### src/rtl/cuckoo_lookup.sv
// cuckoo_lookup: read/delete side of a two-table cuckoo hash.
// Latches a key and its two candidate indices, reads table1[idx1] and
// table2[idx2], compares, optionally clears the matching filled bit, and
// returns hit/table/slot with valid/ready handshaking. Keeps saturating
// hit and miss counters.
//
// Ports:
//   clk, rst                      clock, synchronous active-high reset
//   req_valid/req_ready           request handshake (ready only in IDLE)
//   req_key, req_idx1, req_idx2   key and candidate slots
//   req_del                       1 = clear the slot on a hit
//   t1_rd_en/addr, t1_rd_data/full  table1 read port (1-cycle latency)
//   t1_clr_en/addr                table1 filled-bit clear port
//   t2_*                          same for table2
//   rsp_valid/rsp_ready           response handshake
//   rsp_hit, rsp_tbl, rsp_idx     result (tbl/idx are 0 on a miss)
//   hit_cnt, miss_cnt             saturating response statistics
module cuckoo_lookup #(
  parameter int unsigned KEY_W = 32,
  parameter int unsigned IDX_W = 5,
  parameter int unsigned DEPTH = 32,
  parameter int unsigned CNT_W = 16
) (
  input  logic             clk,
  input  logic             rst,
  input  logic             req_valid,
  output logic             req_ready,
  input  logic [KEY_W-1:0] req_key,
  input  logic [IDX_W-1:0] req_idx1,
  input  logic [IDX_W-1:0] req_idx2,
  input  logic             req_del,
  output logic             t1_rd_en,
  output logic [IDX_W-1:0] t1_rd_addr,
  input  logic [KEY_W-1:0] t1_rd_data,
  input  logic             t1_rd_full,
  output logic             t1_clr_en,
  output logic [IDX_W-1:0] t1_clr_addr,
  output logic             t2_rd_en,
  output logic [IDX_W-1:0] t2_rd_addr,
  input  logic [KEY_W-1:0] t2_rd_data,
  input  logic             t2_rd_full,
  output logic             t2_clr_en,
  output logic [IDX_W-1:0] t2_clr_addr,
  output logic             rsp_valid,
  input  logic             rsp_ready,
  output logic             rsp_hit,
  output logic             rsp_tbl,
  output logic [IDX_W-1:0] rsp_idx,
  output logic [CNT_W-1:0] hit_cnt,
  output logic [CNT_W-1:0] miss_cnt
);

  typedef enum logic [2:0] {
    S_IDLE = 3'd0,
    S_READ = 3'd1,
    S_CMP  = 3'd2,
    S_CLR  = 3'd3,
    S_RESP = 3'd4
  } state_t;

  localparam logic [CNT_W-1:0] CNT_MAX = {CNT_W{1'b1}};

  state_t           r_state;
  state_t           w_next;

  // Latched request; r_v* record whether each index was in range.
  logic [KEY_W-1:0] r_key;
  logic [IDX_W-1:0] r_idx1;
  logic [IDX_W-1:0] r_idx2;
  logic             r_del;
  logic             r_v1;
  logic             r_v2;

  logic             w_accept;
  logic             w_in1;
  logic             w_in2;
  logic             w_hit1;
  logic             w_hit2;
  logic             w_rsp_fire;

  // Next values of the registered outputs.
  logic             w_t1_rd_en;
  logic [IDX_W-1:0] w_t1_rd_addr;
  logic             w_t2_rd_en;
  logic [IDX_W-1:0] w_t2_rd_addr;
  logic             w_t1_clr_en;
  logic [IDX_W-1:0] w_t1_clr_addr;
  logic             w_t2_clr_en;
  logic [IDX_W-1:0] w_t2_clr_addr;
  logic             w_rsp_hit;
  logic             w_rsp_tbl;
  logic [IDX_W-1:0] w_rsp_idx;

  assign w_accept   = (r_state == S_IDLE) && req_valid;
  assign w_in1      = (32'(req_idx1) < DEPTH);
  assign w_in2      = (32'(req_idx2) < DEPTH);
  // A table whose index was out of range never matches, whatever stale
  // data its read port still presents.
  assign w_hit1     = r_v1 && t1_rd_full && (t1_rd_data == r_key);
  assign w_hit2     = r_v2 && t2_rd_full && (t2_rd_data == r_key);
  assign w_rsp_fire = rsp_valid && rsp_ready;

  // Next-state and next-output logic.
  always_comb begin
    w_next        = r_state;
    w_t1_rd_en    = 1'b0;
    w_t1_rd_addr  = '0;
    w_t2_rd_en    = 1'b0;
    w_t2_rd_addr  = '0;
    w_t1_clr_en   = 1'b0;
    w_t1_clr_addr = '0;
    w_t2_clr_en   = 1'b0;
    w_t2_clr_addr = '0;
    w_rsp_hit     = rsp_hit;
    w_rsp_tbl     = rsp_tbl;
    w_rsp_idx     = rsp_idx;

    case (r_state)
      S_IDLE: begin
        if (req_valid) begin
          w_next       = S_READ;
          w_t1_rd_en   = w_in1;
          w_t1_rd_addr = w_in1 ? req_idx1 : '0;
          w_t2_rd_en   = w_in2;
          w_t2_rd_addr = w_in2 ? req_idx2 : '0;
        end
      end
      S_READ: w_next = S_CMP;
      S_CMP: begin
        // Table1 wins when both tables hold the key.
        w_rsp_hit = w_hit1 || w_hit2;
        w_rsp_tbl = !w_hit1 && w_hit2;
        w_rsp_idx = w_hit1 ? r_idx1 : (w_hit2 ? r_idx2 : '0);
        if (r_del && (w_hit1 || w_hit2)) begin
          w_next        = S_CLR;
          w_t1_clr_en   = w_hit1;
          w_t1_clr_addr = w_hit1 ? r_idx1 : '0;
          w_t2_clr_en   = !w_hit1 && w_hit2;
          w_t2_clr_addr = (!w_hit1 && w_hit2) ? r_idx2 : '0;
        end else begin
          w_next = S_RESP;
        end
      end
      S_CLR: w_next = S_RESP;
      S_RESP: begin
        if (rsp_ready) begin
          w_next    = S_IDLE;
          w_rsp_hit = 1'b0;
          w_rsp_tbl = 1'b0;
          w_rsp_idx = '0;
        end
      end
      default: w_next = S_IDLE;
    endcase
  end

  // State, latched request and registered outputs.
  always_ff @(posedge clk) begin
    if (rst) begin
      r_state     <= S_IDLE;
      r_key       <= '0;
      r_idx1      <= '0;
      r_idx2      <= '0;
      r_del       <= 1'b0;
      r_v1        <= 1'b0;
      r_v2        <= 1'b0;
      req_ready   <= 1'b1;
      t1_rd_en    <= 1'b0;
      t1_rd_addr  <= '0;
      t2_rd_en    <= 1'b0;
      t2_rd_addr  <= '0;
      t1_clr_en   <= 1'b0;
      t1_clr_addr <= '0;
      t2_clr_en   <= 1'b0;
      t2_clr_addr <= '0;
      rsp_valid   <= 1'b0;
      rsp_hit     <= 1'b0;
      rsp_tbl     <= 1'b0;
      rsp_idx     <= '0;
      hit_cnt     <= '0;
      miss_cnt    <= '0;
    end else begin
      r_state     <= w_next;
      if (w_accept) begin
        r_key  <= req_key;
        r_idx1 <= req_idx1;
        r_idx2 <= req_idx2;
        r_del  <= req_del;
        r_v1   <= w_in1;
        r_v2   <= w_in2;
      end
      req_ready   <= (w_next == S_IDLE);
      t1_rd_en    <= w_t1_rd_en;
      t1_rd_addr  <= w_t1_rd_addr;
      t2_rd_en    <= w_t2_rd_en;
      t2_rd_addr  <= w_t2_rd_addr;
      t1_clr_en   <= w_t1_clr_en;
      t1_clr_addr <= w_t1_clr_addr;
      t2_clr_en   <= w_t2_clr_en;
      t2_clr_addr <= w_t2_clr_addr;
      rsp_valid   <= (w_next == S_RESP);
      rsp_hit     <= w_rsp_hit;
      rsp_tbl     <= w_rsp_tbl;
      rsp_idx     <= w_rsp_idx;
      if (w_rsp_fire) begin
        if (rsp_hit) begin
          if (hit_cnt != CNT_MAX) hit_cnt <= hit_cnt + CNT_W'(1);
        end else begin
          if (miss_cnt != CNT_MAX) miss_cnt <= miss_cnt + CNT_W'(1);
        end
      end
    end
  end

endmodule

### config.mk
export PLATFORM = sky130hd
export DESIGN_NAME = cuckoo_lookup
export DESIGN_NICKNAME = d
export VERILOG_FILES = /design/src/rtl/cuckoo_lookup.sv
export SDC_FILE = /design/constraint.sdc
export NUM_CORES = 1
export LEC_CHECK = 0
export CORE_ASPECT_RATIO = 0.8
export CORE_MARGIN = 4
export CORE_UTILIZATION = 45
export DETAILED_ROUTE_END_ITERATION = 7
export GPL_TIMING_DRIVEN = 0
export PLACE_DENSITY = 0.81
export SYNTH_ARGS = -nofsm -noshare
export SYNTH_HDL_FRONTEND = slang
export SYNTH_SLANG_ARGS = --single-unit
### constraint.sdc
create_clock -name clk -period 2.3 [get_ports clk]
set_input_delay 0.345 -clock clk [delete_from_list [all_inputs] [get_ports clk]]
set_output_delay 0.345 -clock clk [all_outputs]
set_load 0.1 [all_outputs]
# --- After elaboration in Yosys (flattened, before gate mapping) ---
# Cells that the tools add are included.
totals:
  regBits: 111
classes:
  eq_ne: 10
  n_bitwise: 7
  n_reduce_logical: 21
  muxes: 12
  addsub: 2
op_table:
  columns: ["op", "n"]
  rows:
  - ["$eq A32 B32 Y1", 2]
  - ["$add A16 B1 Y16 const B", 2]
  - ["$ne A16 B16 Y1 const B", 2]
  - ["$mux W5", 3]
  - ["$pmux W3 S5", 1]
  - ["$pmux W5 S2", 1]
  - ["$mux W3", 3]
  - ["$logic_and A1 B1 Y1", 8]
  - ["$reduce_or A4 Y1", 2]
  - ["$not A1 Y1", 7]
  - ["$eq A3 B2 Y1 const B", 2]
  - ["$eq A3 B3 Y1 const B", 2]
  - ["$logic_not A3 Y1", 2]
  - ["$reduce_and A3 Y1", 2]
  - ["$reduce_or A3 Y1", 2]
  - ["$pmux W1 S2", 2]
  - ["$eq A3 B1 Y1 const B", 1]
  - ["$mux W1", 2]
  - ["$ne A2 B2 Y1 const B", 1]
  - ["$reduce_and A2 Y1", 1]
  - ["$reduce_bool A2 Y1", 1]
  - ["$reduce_or A2 Y1", 1]
  - ["$logic_not A1 Y1", 1]
  - ["$logic_or A1 B1 Y1", 1]

# --- Depth between registers and ports, before layout ---
# Gate-level depths: netlist (run 1).
logic_depth:
  depth_word: 7
  ltp_mapped: 7
  ltp_nobuf: 7

# --- Least setup slack after synthesis (run 1) ---
# Ideal clock, no wire load.
synth_timing:
  path_type: "register to register"
  start: "reg hit_cnt[6]"
  end: "reg hit_cnt[5]"
  setup_slack_ns: -0.324
  arrival_time_ns: 2.496
  period_less_slack_ns: 2.624
  setup_ns: 0.128
  required_ns: 2.172
  path_stages_with_launch: 8
  path_cell_list: "dfxtp_1 -> nand4_1 -> nor4_1 -> a31o_2 -> clkbuf_1 -> nor3_1 -> xnor2_1 -> nor2_1"
synth_between:
  elab_chain_len: 2
synth_lines:
  columns: ["element", "line_no", "text"]
  rows:
  - ["start: declaration", "49", "output logic [CNT_W-1:0] hit_cnt,"]
  - ["start signal: assignment", "207", "if (hit_cnt != CNT_MAX) hit_cnt <= hit_cnt + CNT_W'(1);"]
  - ["$ne A16 B16 Y1", "207", null]
  - ["$reduce_and A3 Y1 (no line)", null, null]
# No other way between the ends.
# A chain may end at the register's enable or synchronous reset.

# --- Final worst setup path (run 1) ---
layout_timing:
  start: "reg miss_cnt[4]"
  end: "out miss_cnt[4]"
layout_rtl:
  columns: ["element", "line_no", "text"]
  rows:
  - ["start: declaration", "50", "output logic [CNT_W-1:0] miss_cnt"]
  - ["start signal: assignment", "209", "if (miss_cnt != CNT_MAX) miss_cnt <= miss_cnt + CNT_W'(1);"]
# No word-level cell between the ends.

==> results_dict.tcl, run 1 <==
set metrics [dict create \
    syn_nets 692 \
    cts-buffers-inserted 9 \
    clock_sinks 111 \
    crit_type "reg2out" \
    slew_violations 0 \
    critPathCaptureType "output pin" \
    clockBufferDepth 2 \
    cp.depth 1 \
    synth-edff-count 0 \
    core-area_um2 10400 \
    dieWidth_um 124 \
    startpoint "miss_cnt[4]" \
    ys_ff_latch 111 \
    max-cap-violations 0 \
    clock.fmax_ghz 0.443 \
    path_clk_slew_ns 0.07 \
    portBuffers 176 \
    yosysSeqAreaShare 0.455 \
    cp_cell_sequence "clkdlybuf4s50_1" \
    powerDensity_nw_per_um2 585 \
    finalCritPeriodShare 0.983 \
    power_leakage_nw 2.71 \
    p_int_mw 3.08 \
    dp_hpwl_um 11700 \
    gp_congestion 0.890 \
    grt_overflow 0 \
    reg2reg_to "t2_clr_addr[2]" \
    initial_core_util 0.469 \
    worstPathRequired_ns 1.96 \
    outcome "finished, final reports clean" \
    clkPwrFrac 0.361 \
    r2r-start "r_key[22]" \
    drt-total-wl_um 15000 \
    nNetsFinal 883 \
    viasPerCell 5.24 \
    power_frac_seq 0.482 \
    grt_pass1_wl_um 23700 \
    irDropWorstVdd_mv 0.439 \
    yosysUniqueCellTypes 39 \
    tightestPinTransition_ns 0.998 \
    p_sw_frac 0.277 \
    cts_hold_buf 0 \
    antenna_left 0 \
    track_usage 0.235 \
    insertion_delay_ns 0.35 \
    syn_avg_cell_area_um2 8.46 \
    setup_viol 0 \
    grt_max_degree 20 \
    syn_area_um2 4880 \
    async_flop_share 0 \
    worstRegToRegCells 6 \
    reg2reg_slack_ns 0.12 \
    vias 4783 \
    cp.arrival_ns 1.91 \
    drive_gt1_frac 0.0957 \
    clock_skew_ns 0.00682 \
    hold_path_class "reg2reg" \
    cts-root-buf "clkbuf_16" \
    setup-tns-final_ns 0 \
    yosysWarnings 0 \
    critPathBufInv 1 \
    crit_end "miss_cnt[4]" \
    crit_path_start_kind "flip-flop" \
    syn_to_final_growth_pct 49.4 \
    grt_antenna_before_repair 0 \
    drt_iter0_markers 213 \
    synthesis.instances 577 \
    final.min_clock_period_ns 2.26 \
    whs_ns 0.468 \
    critPathTopFamily "buffers and inverters" \
    finalHoldViolations 0 \
    htree_levels 3 \
    cp_slowest_cell "clkdlybuf4s50_1" \
    antenna-diode-count 0 \
    final_util 0.701 \
    path_max_fanout 6 \
    wl_per_cell_um 16.5 \
    cts_tree "done" \
    synth-main-ff-cell "dfxtp_1" \
    combPwrFrac 0.157 \
    max_stage_delay_ns 1.16 \
    rows 33 \
    maxSlewHeadroom 0.333 \
    switching_power_mw 1.18 \
    drc 0 \
    grt_pass1_vias 4754 \
    top_level_ports 178 \
    die_h_um 101 \
    dr.pass1.iters 5 \
    die-area_um2 12600 \
]
## flip-flops by register name, summed over array words and instances (netlist names)
name / cells
r_v2: 1
r_idx2: 5
rsp_valid: 1
t2_rd_en: 1
rsp_hit: 1
r_state: 3
req_ready: 1
t2_rd_addr: 5
t2_clr_addr: 5
r_key: 32
hit_cnt: 16
rsp_idx: 5
t1_clr_addr: 5
rsp_tbl: 1
r_idx1: 5
t1_rd_addr: 5
miss_cnt: 16
t1_clr_en: 1
r_del: 1
t2_clr_en: 1
## cell type report
| type | count | area, um2 |
|---|---|---|
| Buffer | 23 | 90.1 |
| Clock buffer | 10 | 239 |
| Clock inverter | 6 | 52.6 |
| Fill cell | 826 | 3110 |
| Inverter | 14 | 52.6 |
| Multi-Input combinational cell | 429 | 2640 |
| Sequential cell | 111 | 2260 |
| Tap cell | 140 | 175 |
| Timing Repair Buffer | 180 | 1790 |
## metal layers
metal,wire (um),track usage,vias up
met1,6600,0.300,2252
li1,-,-,2311
met3,958,0.0638,32
met2,7140,0.391,188
met5,0,0,-
met4,326,0.0775,0
## cell usage in the layout (no fill, tap or decap), drive strengths merged, types with 3 or more instances in the layout
| cell | Yosys | final |
|---|---|---|
| dlygate4sd2 | 0 | 10 |
| buf | 1 | 5 |
| nand3 | 14 | 14 |
| nor3 | 9 | 9 |
| clkdlybuf4s50 | 0 | 163 |
| mux2i | 7 | 7 |
| nand2 | 114 | 114 |
| nor4 | 22 | 22 |
| xor2 | 60 | 60 |
| nor2 | 42 | 42 |
| inv | 14 | 17 |
| or4 | 3 | 3 |
| o21a | 3 | 3 |
| xnor2 | 25 | 25 |
| and2 | 20 | 20 |
| a21oi | 55 | 55 |
| nand4 | 12 | 12 |
| o21ai | 16 | 16 |
| dlymetal6s2s | 0 | 3 |
| dfxtp | 111 | 111 |
| clkbuf | 22 | 32 |
| or3 | 9 | 9 |
## power groups by stage
stage	Combinational, mW	Clock [mW]	Sequential (mW)
after global placement	0.623	0	2.10
after global routing	0.723	1.65	2.06
after floorplan	0.252	0	2.16
final	0.670	1.54	2.06
after CTS	0.659	1.56	2.05
after detailed placement	0.640	0	2.10
## synth_stat cells, types with 2 or more instances
| master | n | area, um2 |
|---|---|---|
| and2_1 | 20 | 125 |
| o21ai_1 | 7 | 35.0 |
| nand4_1 | 11 | 68.8 |
| nor4_4 | 2 | 42.5 |
| nor3_1 | 9 | 45.0 |
| o21ai_0 | 9 | 45.0 |
| xnor2_1 | 25 | 219 |
| inv_1 | 14 | 52.6 |
| nand2_1 | 113 | 424 |
| a21oi_1 | 55 | 275 |
| nor2_1 | 42 | 158 |
| clkbuf_1 | 22 | 82.6 |
| ha_1 | 2 | 25.0 |
| nand3_1 | 14 | 70.1 |
| o21a_1 | 3 | 22.5 |
| nor2b_1 | 2 | 12.5 |
| xor2_1 | 60 | 526 |
| and3_1 | 2 | 12.5 |
| nand3b_1 | 2 | 15.0 |
| or4_1 | 2 | 15.0 |
| or3_1 | 9 | 56.3 |
| mux2i_1 | 7 | 70.1 |
| dfxtp_1 | 111 | 2220 |
| nor4_1 | 19 | 119 |
## cells by family (layout without fill, tap and decap cells)
family | Yosys count | in the layout | synth area share
flip-flops | 111 | 111 | 0.455
AND/OR/NAND/NOR | 253 | 253 | 0.252
multiplexers | 7 | 7 | 0.0144
adder cells (fa/ha/maj) | 2 | 2 | 0.00513
XOR/XNOR | 85 | 85 | 0.153
AO/OA/AOI/OAI | 82 | 82 | 0.0913
buffers and inverters | 37 | 233 | 0.0292
## worst min-delay path by stage
stage	startpoint	end	slack, ns	cells after the start
after detailed placement	rsp_idx[3]	rsp_idx[3]	0.45	2
after global placement	rsp_idx[3]	rsp_idx[3]	0.45	2
after global routing	rsp_idx[3]	rsp_idx[3]	0.49	2
after floorplan	r_idx1[0]	r_idx1[0]	0.44	2
final	rsp_idx[0]	rsp_idx[0]	0.47	2
after CTS	rsp_idx[0]	rsp_idx[0]	0.46	2
## through the flow
step	cells	setup WS (ns)	total power, mW	instance area (um2)
6_report	913	0.0401	4.27	7290
4_1_cts	913	0.00513	4.27	7230
5_1_grt	913	-0.00982	4.44	7290
3_3_place_gp	893	-0.461	2.72	6850
2_1_floorplan	577	-0.00231	2.41	4910
3_5_place_dp	893	-0.470	2.74	6850
## what timing repair did
item,in CTS,in global routing
gates resized for setup,26,11
endpoints found under the setup margin,19,24
pin swaps,13,1
setup buffers,4,0
Note: power is estimated with default switching activity, not from simulation.
==> inputs of run 2 (changes only) <==
--- a/config.mk
+++ b/config.mk
@@ -11,6 +11,7 @@
 export DETAILED_ROUTE_END_ITERATION = 7
 export GPL_TIMING_DRIVEN = 0
 export PLACE_DENSITY = 0.81
+export REMOVE_ABC_BUFFERS = 1
 export SYNTH_ARGS = -nofsm -noshare
 export SYNTH_HDL_FRONTEND = slang
 export SYNTH_SLANG_ARGS = --single-unit
==> run 2 against run 1 <==
Worst hold slack worse by 0.010 ns. Routed wire length down 9.3%. Final cell count down 2.2%. Die area unchanged.
==> results_dict.tcl, run 2 (synthesized netlist as in run 1, its figures left out) <==
set metrics [dict create \
    drt_iter0_markers 242 \
    antenna_left 0 \
    irDropWorstVdd_mv 0.345 \
    powerDensity_nw_per_um2 585 \
    largest_reg_flops 32 \
    cp_cell_sequence "clkdlybuf4s50_1" \
    critPathBufInv 1 \
    whs_path_depth 2 \
    clock_sinks 111 \
    syn_to_final_growth_pct 47.2 \
    cts-root-buf "clkbuf_16" \
    portBuffers 177 \
    dp.cells 872 \
    dieWidth_um 124 \
    critPathCaptureType "output pin" \
    cts-buffers-inserted 9 \
    final_cell_mix "151 x clkdlybuf4s50_1, 113 x nand2_1, 108 x dfxtp_1" \
    finalHoldViolations 0 \
    gp_congestion 0.864 \
    top_level_ports 178 \
    reg2reg_slack_ns 0.16 \
    viasPerCell 5.08 \
    rows 33 \
    instances_no_fill 893 \
    worstRegToRegCells 6 \
    hp-start "rsp_idx[2]" \
    cp.arrival_ns 1.91 \
    reg2reg_to "rsp_valid" \
    clock.fmax_ghz 0.443 \
    track_usage 0.213 \
    max_stage_delay_ns 1.17 \
    whs_ns 0.458 \
    critPathTopFamily "buffers and inverters" \
    dp_hpwl_um 10400 \
    grt_max_degree 83 \
    die-area_um2 12600 \
    final_util 0.691 \
    final.min_clock_period_ns 2.26 \
    nNetsFinal 861 \
    startpoint "hit_cnt[10]" \
    grt_pass1_vias 4514 \
    path_clk_slew_ns 0.07 \
    max-cap-violations 0 \
    top_regs "r_key (32), hit_cnt (16), miss_cnt (16)" \
    maxSlewHeadroom 0.316 \
    r2r-start "r_key[11]" \
    grt_pass1_wl_um 21700 \
    grt_antenna_before_repair 2 \
    max_flop_register "r_key" \
    min_delay_worst_endpoint "rsp_idx[2]" \
    fill_cells 811 \
    crit_path_start_kind "flip-flop" \
    power_leakage_nw 2.86 \
    outcome "finished, final reports clean" \
    die_h_um 101 \
    finalCritPeriodShare 0.981 \
    dr.pass1.iters 4 \
    drive_gt1_frac 0.0599 \
    insertion_delay_ns 0.34 \
    htree_levels 3 \
    worstPathRequired_ns 1.96 \
    clockBufferDepth 2 \
    layout_commonest_cell "clkdlybuf4s50_1" \
    drc 0 \
    drt-total-wl_um 13600 \
    tightestPinTransition_ns 1.02 \
    crit_type "reg2out" \
    hold_path_class "reg2reg" \
    initial_core_util 0.469 \
    clock_skew_ns 0.00748 \
    setup_viol 0 \
    grt_overflow 0 \
    regArea_um2 2230 \
    cp_slowest_cell "clkdlybuf4s50_1" \
    slew_violations 0 \
    wl_per_cell_um 15.3 \
    core-area_um2 10400 \
    vias 4532 \
    path_max_fanout 5 \
    cts_tree "done" \
    multi_input_area_um2 2620 \
]
-- run 2: routing by layer --
layer	vias to the layer above	part of all wire	GRT usage
met1	2102	0.44	0.254
li1	2268	-	-
met4	0	0.017	0.0800
met3	14	0.057	0.0633
met2	148	0.49	0.368
met5	-	0	0
-- run 2: through the flow --
stage	worst slack [ns]	instance area, um2	power [mW]	TNS, ns
3_3_place_gp	-1.85	6740	2.70	-124.31
3_5_place_dp	-0.582	6760	2.72	-13.16
5_1_grt	-0.000185	7190	4.38	-0.000185
4_1_cts	0.00731	7100	4.24	0
6_report	0.0434	7190	4.20	0
2_1_floorplan	-0.255	4790	2.39	-4.43
-- run 2: layout make-up --
| cell class | instances | area share |
|---|---|---|
| multi-input combinational | 429 | 0.364 |
| sequential | 111 | 0.310 |
| timing repair buffer | 181 | 0.254 |
| clock buffer | 10 | 0.0319 |
| tap | 140 | 0.0244 |
| clock inverter | 6 | 0.00801 |
| inverter | 14 | 0.00731 |
| antenna | 2 | 0.000696 |
-- run 2: what timing repair did --
action,4_1_cts,5_1_grt
setup buffers,1,2
endpoints found under the setup margin,32,38
hold buffers,0,0
resized for setup,26,17
pin swaps,10,2
-- run 2: worst max-delay path by stage --
| stage | end | cells after the start | slack [ns] |
|---|---|---|---|
| after floorplan | miss_cnt[15] | 7 | -0.26 |
| after global placement | t2_clr_addr[1] | 7 | -1.85 |
| after detailed placement | t1_clr_addr[1] | 7 | -0.58 |
| after CTS | t2_clr_addr[0] | 7 | 0.007 |
| after global routing | hit_cnt[12] | 1 | -0.0002 |
| final | hit_cnt[10] | 1 | 0.04 |
-- run 2: where the power goes --
group	internal, mW	switching [mW]	leakage, nW	total (mW)
sequential	1.99	0.0622	0.904	2.05
clock	0.766	0.746	0.142	1.51
combinational	0.309	0.334	1.82	0.642
